$ cat src/rtl/nibble_serial_adder_pkg.sv
// Shared definitions for the nibble-serial adder: FSM encoding and slice width.
package nibble_serial_adder_pkg;

  localparam int NIBBLE_W = 4;

  typedef enum logic [1:0] {
    IDLE = 2'd0,
    RUN  = 2'd1,
    DONE = 2'd2
  } state_e;

endpackage

$ cat src/rtl/nibble_serial_adder_cla.sv
// nibble_cla: combinational 4-bit carry-lookahead adder slice.
module nibble_cla
  import nibble_serial_adder_pkg::*;
(
  input  logic [NIBBLE_W-1:0] a,
  input  logic [NIBBLE_W-1:0] b,
  input  logic                c,
  output logic [NIBBLE_W-1:0] s,
  output logic                co
);

  logic [NIBBLE_W-1:0] g_s;
  logic [NIBBLE_W-1:0] p_s;
  logic [NIBBLE_W:0]   c_s;

  assign g_s = a & b;
  assign p_s = a ^ b;

  // Every carry is a flat generate/propagate expression of the slice carry-in
  assign c_s[0] = c;
  assign c_s[1] = g_s[0] | (p_s[0] & c);
  assign c_s[2] = g_s[1] | (p_s[1] & g_s[0]) | (p_s[1] & p_s[0] & c);
  assign c_s[3] = g_s[2] | (p_s[2] & g_s[1]) | (p_s[2] & p_s[1] & g_s[0])
                | (p_s[2] & p_s[1] & p_s[0] & c);
  assign c_s[4] = g_s[3] | (p_s[3] & g_s[2]) | (p_s[3] & p_s[2] & g_s[1])
                | (p_s[3] & p_s[2] & p_s[1] & g_s[0])
                | (p_s[3] & p_s[2] & p_s[1] & p_s[0] & c);

  assign s  = p_s ^ c_s[NIBBLE_W-1:0];
  assign co = c_s[NIBBLE_W];

endmodule

$ cat src/rtl/nibble_serial_adder.sv
// Multi-cycle WIDTH-bit adder: one nibble per cycle through a shared CLA slice.
// Optional subtract mode and signed-overflow output: define SERIAL_ADDER_SUB_EN.
module nibble_serial_adder
  import nibble_serial_adder_pkg::*;
#(
  parameter int WIDTH = 16
) (
  input  logic             clk,
  input  logic             rst,
  input  logic             in_valid,
  output logic             in_ready,
  input  logic [WIDTH-1:0] A,
  input  logic [WIDTH-1:0] B,
  input  logic             Cin,
`ifdef SERIAL_ADDER_SUB_EN
  input  logic             Sub,
  output logic             V,
`endif
  output logic             out_valid,
  input  logic             out_ready,
  output logic [WIDTH-1:0] S,
  output logic             Cout,
  output logic             busy
);

  localparam int NIBBLES = WIDTH / NIBBLE_W;
  localparam int IDX_W   = (NIBBLES > 1) ? $clog2(NIBBLES) : 1;
  localparam logic [IDX_W-1:0] LAST_IDX = IDX_W'(NIBBLES - 1);
  localparam logic [IDX_W-1:0] IDX_ONE  = IDX_W'(1);

  state_e              state_r;
  state_e              state_s;
  logic [IDX_W-1:0]    idx_r;
  logic                carry_r;
  logic [WIDTH-1:0]    a_r;
  logic [WIDTH-1:0]    b_r;
  logic [WIDTH-1:0]    s_r;
  logic                cout_r;
  logic                out_valid_r;
  logic                accept_s;
  logic                last_s;
  logic                sub_s;
  logic [NIBBLE_W-1:0] a_nib_s;
  logic [NIBBLE_W-1:0] b_nib_s;
  logic [NIBBLE_W-1:0] sum_nib_s;
  logic                co_nib_s;

`ifdef SERIAL_ADDER_SUB_EN
  assign sub_s = Sub;
`else
  assign sub_s = 1'b0;
`endif

  assign a_nib_s = a_r[idx_r*NIBBLE_W +: NIBBLE_W];
  assign b_nib_s = b_r[idx_r*NIBBLE_W +: NIBBLE_W];

  nibble_cla u_cla (
    .a  (a_nib_s),
    .b  (b_nib_s),
    .c  (carry_r),
    .s  (sum_nib_s),
    .co (co_nib_s)
  );

  // FSM state register
  always_ff @(posedge clk) begin
    if (rst) begin
      state_r <= IDLE;
    end else begin
      state_r <= state_s;
    end
  end

  // Next-state decode plus accept/last-nibble strobes
  always_comb begin
    state_s  = state_r;
    accept_s = 1'b0;
    last_s   = 1'b0;
    case (state_r)
      IDLE: begin
        if (in_valid) begin
          accept_s = 1'b1;
          state_s  = RUN;
        end else begin
          state_s  = IDLE;
        end
      end
      RUN: begin
        if (idx_r == LAST_IDX) begin
          last_s  = 1'b1;
          state_s = DONE;
        end else begin
          state_s = RUN;
        end
      end
      DONE: begin
        if (out_ready) begin
          state_s = IDLE;
        end else begin
          state_s = DONE;
        end
      end
      default: begin
        state_s = IDLE;
      end
    endcase
  end

  // Operand capture, nibble sequencing and result assembly
  always_ff @(posedge clk) begin
    if (rst) begin
      idx_r       <= '0;
      carry_r     <= 1'b0;
      a_r         <= '0;
      b_r         <= '0;
      s_r         <= '0;
      cout_r      <= 1'b0;
      out_valid_r <= 1'b0;
    end else if (accept_s) begin
      // Subtraction is A + ~B + 1, so the inversion and carry-in happen here
      a_r     <= A;
      b_r     <= sub_s ? ~B : B;
      carry_r <= sub_s ? 1'b1 : Cin;
      idx_r   <= '0;
    end else if (state_r == RUN) begin
      s_r[idx_r*NIBBLE_W +: NIBBLE_W] <= sum_nib_s;
      carry_r <= co_nib_s;
      idx_r   <= idx_r + IDX_ONE;
      if (last_s) begin
        cout_r      <= co_nib_s;
        out_valid_r <= 1'b1;
      end
    end else if ((state_r == DONE) && out_ready) begin
      out_valid_r <= 1'b0;
    end
  end

`ifdef SERIAL_ADDER_SUB_EN
  logic v_r;

  // Signed overflow: carry into the MSB differs from the carry out of it
  always_ff @(posedge clk) begin
    if (rst) begin
      v_r <= 1'b0;
    end else if (last_s) begin
      v_r <= (sum_nib_s[NIBBLE_W-1] ^ a_nib_s[NIBBLE_W-1] ^ b_nib_s[NIBBLE_W-1]) ^ co_nib_s;
    end
  end

  assign V = v_r;
`endif

  assign in_ready  = (state_r == IDLE) && !rst;
  assign busy      = (state_r == RUN) || (state_r == DONE);
  assign out_valid = out_valid_r;
  assign S         = s_r;
  assign Cout      = cout_r;

endmodule

$ cat config.mk
export PLATFORM = sky130hd
export DESIGN_NAME = nibble_serial_adder
export DESIGN_NICKNAME = d
export VERILOG_FILES = /design/src/rtl/nibble_serial_adder_pkg.sv /design/src/rtl/nibble_serial_adder_cla.sv /design/src/rtl/nibble_serial_adder.sv
export SDC_FILE = /design/constraint.sdc
export NUM_CORES = 1
export LEC_CHECK = 0
export CAP_MARGIN = 5
export CORE_UTILIZATION = 26
export CTS_CLUSTER_DIAMETER = 150
export CTS_CLUSTER_SIZE = 14
export DETAILED_ROUTE_END_ITERATION = 8
export PLACE_DENSITY_LB_ADDON = 0.12
export SETUP_SLACK_MARGIN = 0.02
export SLEW_MARGIN = 10
export SYNTH_ARGS = -nofsm -noshare
export SYNTH_HDL_FRONTEND = slang
export SYNTH_SLANG_ARGS = --single-unit
$ cat constraint.sdc
create_clock -name clk -period 2.67 [get_ports clk]
set_input_delay 0.534 -clock clk [delete_from_list [all_inputs] [get_ports clk]]
set_output_delay 0.534 -clock clk [all_outputs]
set_load 0.02 [all_outputs]
# == After elaboration in Yosys (flattened, before gate mapping) ==
# Cells that the tools add are included.
# totals
ff_bits,55
latch_bits,0
ram_bits,0
romBits,0
input_bits,37
elab_cells,73
memories,0
# classes
addsub,2
n_mul,0
div_mod_pow,0
magnitude_cmp,0
eq_ne,4
n_shift,4
mux,14
bitwise,30
n_reduce_logical,11
# ops
cell,count
negation 4 -> 34 bit,1
"variable shift 4 x 34 -> 16 bit, first input constant",1
indexed part select 4 x 34 -> 16 bit,1
indexed part select 16 x 5 -> 4 bit,2
bitwise AND 1 bit,16
bitwise mux 16 bit,1
2-to-1 mux 1 bit,10
OR 1 bit,10
XOR 4 bit,2
case mux 2 bit (3 select lines),1
AND reduction 3 bit,2
bitwise AND 4 bit,1
"== test 2 bit, second input constant",2
2-to-1 mux 2 bit,2
nonzero test 2 bit,2
"adder 2 x 1 -> 2 bit, second input constant",1
"== test 2 x 1 -> 1 bit, second input constant",1
logical AND 1 bit,2
zero test 2 bit,1
"!= test 2 bit, second input constant",1
AND reduction 2 bit,1
OR reduction 2 bit,1
zero test 1 bit,1
logical OR 1 bit,1
NOT 1 bit,1

# == Logic depth before layout (Yosys ltp) ==
# Gate-level depths: netlist of run 1.
# depth
depth_word,9
depth_mapped,7
mapped_depth_nobuf,6

# == Cells and area by module ==
# A second synthesis of run 1 with hierarchy kept.
# unflattened
cells_unflattened,279
area_unflattened_um2,2489.9
# by_module_without_submodules
mod,instances,cells_per_inst,area_each_um2,seq_area_each_um2
nibble_serial_adder,1,262,2342.2,1101.1
nibble_cla,1,17,147.6,0.0

# == Least setup slack after synthesis of run 1 ==
# Ideal clock, no wire load.
# synth_timing
path_type,register to register
from,register idx_r[0]
to,"register s_r[10], in the netlist S[10]"
arrival_ns,2.363
setup_slack_ns,0.215
stages_incl_launch_ff,8
n_path_buf,1
synth_period_minus_slack_ns,2.455
cell_sequence,dfxtp_1 > buf_4 > mux4_2 > ha_1 > a21o_1 > a21oi_2 > nand4b_1 > o311ai_4
# synth_between
elab_chain_len,9
elab_cells_between_ends,24
cone_classes,add/sub (1); shift (4); mux (1); bitwise (18)
# synth_rtl
element,line_no,rtl
"start, declared",nibble_serial_adder.sv:33,logic [IDX_W-1:0] idx_r;
"start signal, assigned",nibble_serial_adder.sv:128,idx_r <= idx_r + IDX_ONE;
indexed part select 16 x 5 -> 4 bit (on tied branches),"nibble_serial_adder.sv:54, nibble_serial_adder.sv:55",
XOR 4 bit / bitwise AND 4 bit (equally long branches),"nibble_serial_adder_cla.sv:17, nibble_serial_adder_cla.sv:16",
bitwise AND 1 bit (on tied branches),"nibble_serial_adder_cla.sv:23, nibble_serial_adder_cla.sv:24",
"OR 1 bit, or another cell as far along",nibble_serial_adder_cla.sv:23,assign c_s[3] = g_s[2] | (p_s[2] & g_s[1]) | (p_s[2] & p_s[1] & g_s[0])
OR 1 bit / bitwise AND 1 bit (equally long branches),"nibble_serial_adder_cla.sv:23, nibble_serial_adder_cla.sv:24",
OR 1 bit,nibble_serial_adder_cla.sv:24,| (p_s[2] & p_s[1] & p_s[0] & c);
XOR 4 bit,nibble_serial_adder_cla.sv:29,assign s = p_s ^ c_s[NIBBLE_W-1:0];
indexed part select 4 x 34 -> 16 bit,nibble_serial_adder.sv:126,s_r[idx_r*NIBBLE_W +: NIBBLE_W] <= sum_nib_s;
bitwise mux 16 bit *,nibble_serial_adder.sv:126,
"end signal, assigned by index",nibble_serial_adder.sv:126,
"end, declared",nibble_serial_adder.sv:37,logic [WIDTH-1:0] s_r;
# Mark *: on every way between the ends. The rest lies on a longest branch, timed or not.
# A chain may end at the register's enable or synchronous reset.

# == Worst setup path in the final report of run 1 ==
# layout_timing
from,register idx_r[0]
to,"register s_r[3], in the netlist S[3]"
# Same word-level chain as after synthesis.

==> impl_summary.log, run 1 <==
[metrics] highest fanout seen on the critical path: 7
[metrics] Critical Path Start Type: register
[metrics] routed via count divided by cell count: between 4 and 5
[metrics] Leakage: approximately 0.0012 uW
[metrics] total negative slack: 0 ns
[metrics] hold-fix buffer count after cts: 0
[metrics] share of post-route cells with drive strength above 1: 10.4%
[metrics] effective utilization at floorplan: a little over a quarter
[metrics] run status: complete, no violations
[metrics] area grow syn2layout: 30.5%
[metrics] post-synthesis sequential element count: 55
[metrics] total routing resource utilization after global routing: around an eighth
[metrics] worst r2r src: idx_r[0]
[metrics] clock network latency to the later pin of the worst-skew pair: slightly above 0.3 ns
[metrics] overall die height: ~100 um
[metrics] max-slew violation count: 0
[metrics] switching fraction of total power: between 20 and 30%
[metrics] Post-Route Utilization: a little over a third
[metrics] number of cell instances on the worst register-to-register path: 6
[metrics] post-synthesis instance area: around 0.0026 mm^2
[metrics] cell with the most instances after synthesis: sky130_fd_sc_hd__nand2_1
[metrics] Final Hold Vio Count: 0
[metrics] Hold Path End: b_r[11]
[metrics] worst setup timing slack at the placement stage: around 0.21 ns
[metrics] number of inserted diodes: 0
[metrics] fraction of registers with async set/reset: 0%
[metrics] Post-Synthesis Cells: approximately 280
[metrics] initial antenna violation count: 0
[metrics] final worst path period need: 2.46 ns
[metrics] type of the worst setup path: reg2reg
[metrics] Distinct cells, synth: 36
[metrics] maximum buffer depth of the clock tree: 2
[metrics] via count of the first global-routing pass: 2100
[metrics] number of buffers inserted by port buffering: 56
[metrics] post-route worst setup slack: about 0.21 ns
[metrics] RSZ-0062 raised after global routing: no
[metrics] wire length of the first global-routing pass: approximately 10 mm
[metrics] clock edge transition at the registers on the reported setup and hold paths: about 0.1 ns
[metrics] worst voltage drop across the vdd grid: ~200 uV
[metrics] number of setup buffers added after CTS: 0
[metrics] setup slack of the worst register-to-register path: 0.21 ns
[metrics] Worst Tran Pin Value: roughly 0.63 ns
[metrics] fill count: ~1000
[metrics] top cells by area, synth: sky130_fd_sc_hd__dfxtp_1 43%, sky130_fd_sc_hd__nand2_1 10%, sky130_fd_sc_hd__mux4_2 7.0%
[metrics] share of the synthesized area in the top cell type: about 43%
[metrics] number of max-cap violations: 0
[metrics] Psw: 445 uW
[metrics] Die Area: 0.0103 mm^2
[metrics] Yosys warning total: 0
[metrics] register area share after synthesis: between 40% and 50%
[metrics] average cell area after synthesis: approximately 9 um^2
[metrics] Resized Gates After CTS: 0
[metrics] HP Start: b_r[11]
[metrics] CTS tree: yes
[metrics] net count of the mapped netlist: around 340
[metrics] setup violation total in the final timing report: 0
[metrics] clk_skew: roughly 0.0094 ns
[metrics] worst slew margin relative to its limit: about 58%
[metrics] max frequency: a little over 400 MHz
[metrics] area taken by flip-flops and latches: ~0.0011 mm^2
[metrics] clock sink count: 55
[metrics] overflow left after global routing: 0
[metrics] sequential share of power: a little over half
[metrics] Synth area leader: sky130_fd_sc_hd__dfxtp_1
[metrics] worst hold path depth: 2
[metrics] FP Rows: 35
[metrics] total core area: 0.00942 mm^2
[metrics] most used flip-flop cell after synthesis: sky130_fd_sc_hd__dfxtp_1
[metrics] CTS Buf Count: 5
[metrics] Root Buffer: sky130_fd_sc_hd__clkbuf_8
[metrics] r2r endpoint: S[3]
[metrics] number of DRC markers after the initial detailed-route iteration: 47
[metrics] Die W: between 100 and 150 um
[metrics] top-level I/O count: 57
[metrics] pin count of the biggest net entering global routing: 62
[metrics] total via count in the routed design: approximately 2100
[metrics] top cells by count, synth: 71 x sky130_fd_sc_hd__nand2_1, 55 x sky130_fd_sc_hd__dfxtp_1, 33 x sky130_fd_sc_hd__a21oi_1, 14 x sky130_fd_sc_hd__ha_1, 14 x sky130_fd_sc_hd__nor2_1
[metrics] pwr/cell area: a little under 500 mW/mm^2
[metrics] data required time of the critical path: about 2.8 ns
[metrics] combinational fraction of design power: 17.6%
[metrics] count of flip-flops with a built-in enable after synthesis: 0
[metrics] final wirelength: about 6.0 mm
[metrics] clock share of power: between 20% and 30%
[metrics] estimated wirelength of the detail-placed design: approximately 4.4 mm
[metrics] number of routed nets with antenna violations: 0
[metrics] final routed wire length divided by cell count: roughly 13 um
[metrics] H-tree Lvls: 2
[metrics] arrival time worst endpoint: 2.63 ns
[metrics] post-route clock period utilization: between 90% and 100%
[metrics] DR DRC count: 0
[metrics] cell internal pwr: approximately 1200 uW
[metrics] crit end category: register
[metrics] hold crit path type: reg2reg
[metrics] area taken by multi-input logic gates: 0.00135 mm^2
[metrics] Final #Nets: ~390
[metrics] Routability Congestion: 0.767
[metrics] DR pass1 iterations: 6
==> state kept, by name, indices dropped and copies added, names as in the netlist <==
signal,flops
Cout,1
S,16
a_r,16
b_r,16
carry_r,1
idx_r,2
out_valid,1
state_r,2
==> metrics by stage <==
step                std cells  cell area, um^2  power (uW)  hold slack, ns
floorplan                 283             2570        1070           0.433
global placement          459             3270        1190           0.450
detailed placement        459             3270        1190           0.449
CTS                       466             3350        1650           0.463
global route              466             3350        1710           0.480
finish                    466             3350        1620           0.459
==> cells by family (layout without fill, tap and decap cells) <==
kind of cell               after synthesis  after routing  share of synthesized area [%]
and+or+nand+nor                        113            113                           20.8
AOI/OAI and AO/OA                       62             62                           16.3
DFF                                     55             55                           42.9
buffers and inverters                   27             81                           4.43
adders and majority gates               15             15                           7.60
muxes                                    8              8                           7.01
xor gates and xnor gates                 3              3                           1.02
==> critical path, cell delays in order (launching register included) <==
cell                      delay, ns
sky130_fd_sc_hd__dfxtp_1       0.58
sky130_fd_sc_hd__mux4_2        0.56
sky130_fd_sc_hd__ha_1          0.37
sky130_fd_sc_hd__a41o_1        0.26
sky130_fd_sc_hd__a21oi_2       0.15
sky130_fd_sc_hd__xnor2_1       0.26
sky130_fd_sc_hd__o31ai_1       0.13
==> area by class of cell <==
| class | instances | area share (%) |
|---|---|---|
| timing repair buffer | 64 | 18.4 |
| sequential | 55 | 32.8 |
| clock buffer | 5 | 2.05 |
| inverter | 10 | 1.12 |
| tap | 129 | 4.82 |
| multi-input combinational | 201 | 40.4 |
| clock inverter | 2 | 0.411 |
==> cells in the final DEF, fill, tap and decap left out, types with 5 or more instances in the layout <==
master / n
sky130_fd_sc_hd__nand2_1: 71
sky130_fd_sc_hd__dfxtp_1: 55
sky130_fd_sc_hd__clkdlybuf4s50_1: 55
sky130_fd_sc_hd__a21oi_1: 33
sky130_fd_sc_hd__nor2_1: 14
sky130_fd_sc_hd__ha_1: 14
sky130_fd_sc_hd__inv_1: 10
sky130_fd_sc_hd__a22oi_1: 9
sky130_fd_sc_hd__mux4_2: 8
sky130_fd_sc_hd__nand3b_1: 8
sky130_fd_sc_hd__buf_4: 8
sky130_fd_sc_hd__clkbuf_8: 5
==> power by group through the flow <==
stage	registers, uW	logic, uW	clock network [uW]
after floorplan	897	177	0
after global placement	904	287	0
after detailed placement	903	290	0
after CTS	884	291	471
after global routing	889	319	503
final	882	286	454
==> worst max path at each step <==
| stage | to | cells past startpoint | slack (ns) | startpoint |
|---|---|---|---|---|
| 2_1_floorplan | S[10] | 7 | 0.22 | idx_r[0] |
| 3_3_place_gp | S[7] | 6 | 0.25 | idx_r[0] |
| 3_5_place_dp | S[3] | 6 | 0.21 | idx_r[0] |
| 4_1_cts | S[3] | 6 | 0.18 | idx_r[0] |
| 5_1_grt | S[7] | 6 | 0.04 | idx_r[0] |
| 6_report | S[3] | 6 | 0.21 | idx_r[0] |
==> per-layer routing <==
layer	vias to the layer above	global-route usage (%)	routed length (um)
li1	1085	-	-
met1	948	17.1	3030
met3	5	2.62	219
met2	43	20.5	2710
met5	-	0	0
met4	0	4.68	68
Power figures use the tool's default switching activity.
==> inputs of run 2 (changes only) <==
- SKIP_LAST_GASP: default -> 1
==> results of run 2 <==
The final DEF is identical to that of run 1; final timing and power are the same.
==> inputs of run 3 (changes only) <==
- CORE_ASPECT_RATIO: default -> 0.6
==> run 3 against run 2 <==
  * Global-route usage up 0.80 points
  * Die area rose by 0.13%
  * Critical path type unchanged
  * Cell count grew 0.64%
  * Largest cell class unchanged
  * Core utilization up 0.81 points
  * Highest routed layer unchanged
  * Fmax is 1.6% higher
==> impl_summary.log, run 3 (synthesized netlist as in run 1, its figures left out) <==
[metrics] clock network latency to the later pin of the worst-skew pair: approximately 0.28 ns
[metrics] Critical Path Start Type: register
[metrics] hold-fix buffer count after cts: 0
[metrics] area grow syn2layout: 33.1%
[metrics] worst hold path depth: 2
[metrics] top-level I/O count: 57
[metrics] estimated wirelength of the detail-placed design: just under 5 mm
[metrics] Final #Nets: just under 400
[metrics] arrival time worst endpoint: ~2.6 ns
[metrics] number of routed nets with antenna violations: 0
[metrics] total negative slack: 0 ns
[metrics] Die W: around 130 um
[metrics] FP Rows: 27
[metrics] highest fanout seen on the critical path: 7
[metrics] final routed wire length divided by cell count: roughly 14 um
[metrics] max-slew violation count: 0
[metrics] effective utilization at floorplan: around 27%
[metrics] area taken by multi-input logic gates: 0.00135 mm^2
[metrics] clock edge transition at the registers on the reported setup and hold paths: approximately 0.07 ns
[metrics] run status: complete, no violations
[metrics] DR DRC count: 0
[metrics] Worst Tran Pin Value: around 0.50 ns
[metrics] maximum buffer depth of the clock tree: 2
[metrics] routed via count divided by cell count: ~4.5
[metrics] commonest non-fill, non-tap cell in the layout: sky130_fd_sc_hd__nand2_1
[metrics] worst voltage drop across the vdd grid: approximately 290 uV
[metrics] number of buffers inserted by port buffering: 56
[metrics] Die Area: between 0.01 and 0.015 mm^2
[metrics] number of max-cap violations: 0
[metrics] hold crit path type: reg2reg
[metrics] pwr/cell area: about 530 mW/mm^2
[metrics] H-tree Lvls: 2
[metrics] Resized Gates After CTS: 0
[metrics] Root Buffer: sky130_fd_sc_hd__clkbuf_16
[metrics] setup violation total in the final timing report: 0
[metrics] RSZ-0062 raised after global routing: no
[metrics] share of post-route cells with drive strength above 1: between 10% and 20%
[metrics] area taken by flip-flops and latches: between 0.001 and 0.0015 mm^2
[metrics] clock sink count: 55
[metrics] setup slack of the worst register-to-register path: around 0.25 ns
[metrics] crit path to: S[7]
[metrics] fill count: roughly 1000
[metrics] number of cell instances on the worst register-to-register path: 6
[metrics] total core area: ~0.0094 mm^2
[metrics] worst slew margin relative to its limit: 66.8%
[metrics] final worst path period need: ~2.4 ns
[metrics] overall die height: approximately 79 um
[metrics] max frequency: about 410 MHz
[metrics] number of setup buffers added after CTS: 0
[metrics] commonest non-fill, non-tap cells in the layout: 71 x sky130_fd_sc_hd__nand2_1, 55 x sky130_fd_sc_hd__dfxtp_1, 55 x sky130_fd_sc_hd__clkdlybuf4s50_1
[metrics] Routability Congestion: just under 0.8
[metrics] data required time of the critical path: between 2 and 3 ns
[metrics] CTS Buf Count: 5
[metrics] DR pass1 iterations: 6
[metrics] number of DRC markers after the initial detailed-route iteration: 136
[metrics] Leakage: 0.00127 uW
[metrics] type of the worst setup path: reg2reg
[metrics] worst-case hold slack: about 0.46 ns
[metrics] clk_skew: ~0.0056 ns
[metrics] wire length of the first global-routing pass: 10.9 mm
[metrics] crit end category: register
[metrics] total via count in the routed design: 2128
[metrics] pin count of the biggest net entering global routing: 46
[metrics] number of inserted diodes: 0
[metrics] initial antenna violation count: 0
[metrics] Final Hold Vio Count: 0
[metrics] CTS tree: yes
[metrics] post-route clock period utilization: between 90 and 100%
[metrics] worst r2r src: idx_r[0]
[metrics] total routing resource utilization after global routing: ~14%
[metrics] overflow left after global routing: 0
[metrics] Critical path origin: idx_r[0]
[metrics] final wirelength: between 6 and 7 mm
[metrics] via count of the first global-routing pass: roughly 2100
[metrics] r2r endpoint: S[7]
[run 3: cell types whose count changed in the layout (fill, tap and decap cells not counted), sizes merged]
cell | before | now
buf | 9 | 10
clkinv | 2 | 0
inv | 10 | 11
clkbuf | 5 | 7
[run 3: worst min path at each step]
stage | start | end | slack (ns)
floorplan | a_r[10] | a_r[10] | 0.43
global route | a_r[2] | a_r[2] | 0.47
finish | a_r[0] | a_r[0] | 0.46
CTS | a_r[9] | a_r[9] | 0.46
global placement | a_r[2] | a_r[2] | 0.45
detailed placement | a_r[9] | a_r[9] | 0.45
[run 3: per-stage QoR]
step / instance area, um^2 / util [%] / setup slack (ns) / total power (uW) / std cells
2_1_floorplan: 2570 / - / 0.215 / 1070 / 283
3_3_place_gp: 3280 / 34.9 / 0.288 / 1200 / 461
3_5_place_dp: 3280 / 34.9 / 0.213 / 1200 / 461
4_1_cts: 3420 / 36.4 / 0.203 / 1850 / 469
5_1_grt: 3420 / 36.4 / 0.0489 / 1920 / 469
6_report: 3420 / 36.4 / 0.247 / 1820 / 469
[run 3: area by class of cell]
| class | instances | area share (%) |
|---|---|---|
| Clock buffer | 7 | 3.88 |
| Clock inverter | 1 | 0.256 |
| Inverter | 10 | 1.10 |
| Multi-Input combinational cell | 201 | 39.6 |
| Sequential cell | 55 | 32.2 |
| Tap cell | 130 | 4.76 |
| Timing Repair Buffer | 65 | 18.2 |
[run 3: per-layer routing]
metal	share of wire [%]	global-route usage, %	vias to the layer above
met2	38	18.6	46
li1	-	-	1088
met1	55	21.3	992
met5	0	0	-
met3	6.1	3.37	2
met4	0.41	2.09	0
[run 3: critical path: stages (launching register included)]
cell,delay [ns]
sky130_fd_sc_hd__dfxtp_1,0.56
sky130_fd_sc_hd__mux4_2,0.56
sky130_fd_sc_hd__ha_1,0.38
sky130_fd_sc_hd__a41o_1,0.26
sky130_fd_sc_hd__a21oi_2,0.14
sky130_fd_sc_hd__xnor2_1,0.26
sky130_fd_sc_hd__o31ai_1,0.13
[run 3: power by group]
group | internal, uW | switching, uW | leakage, uW
Combinational | 140 | 155 | 0.000755
Sequential | 858 | 26.0 | 0.000449
Clock | 353 | 287 | 0.0000685
Total | 1350 | 467 | 0.00127
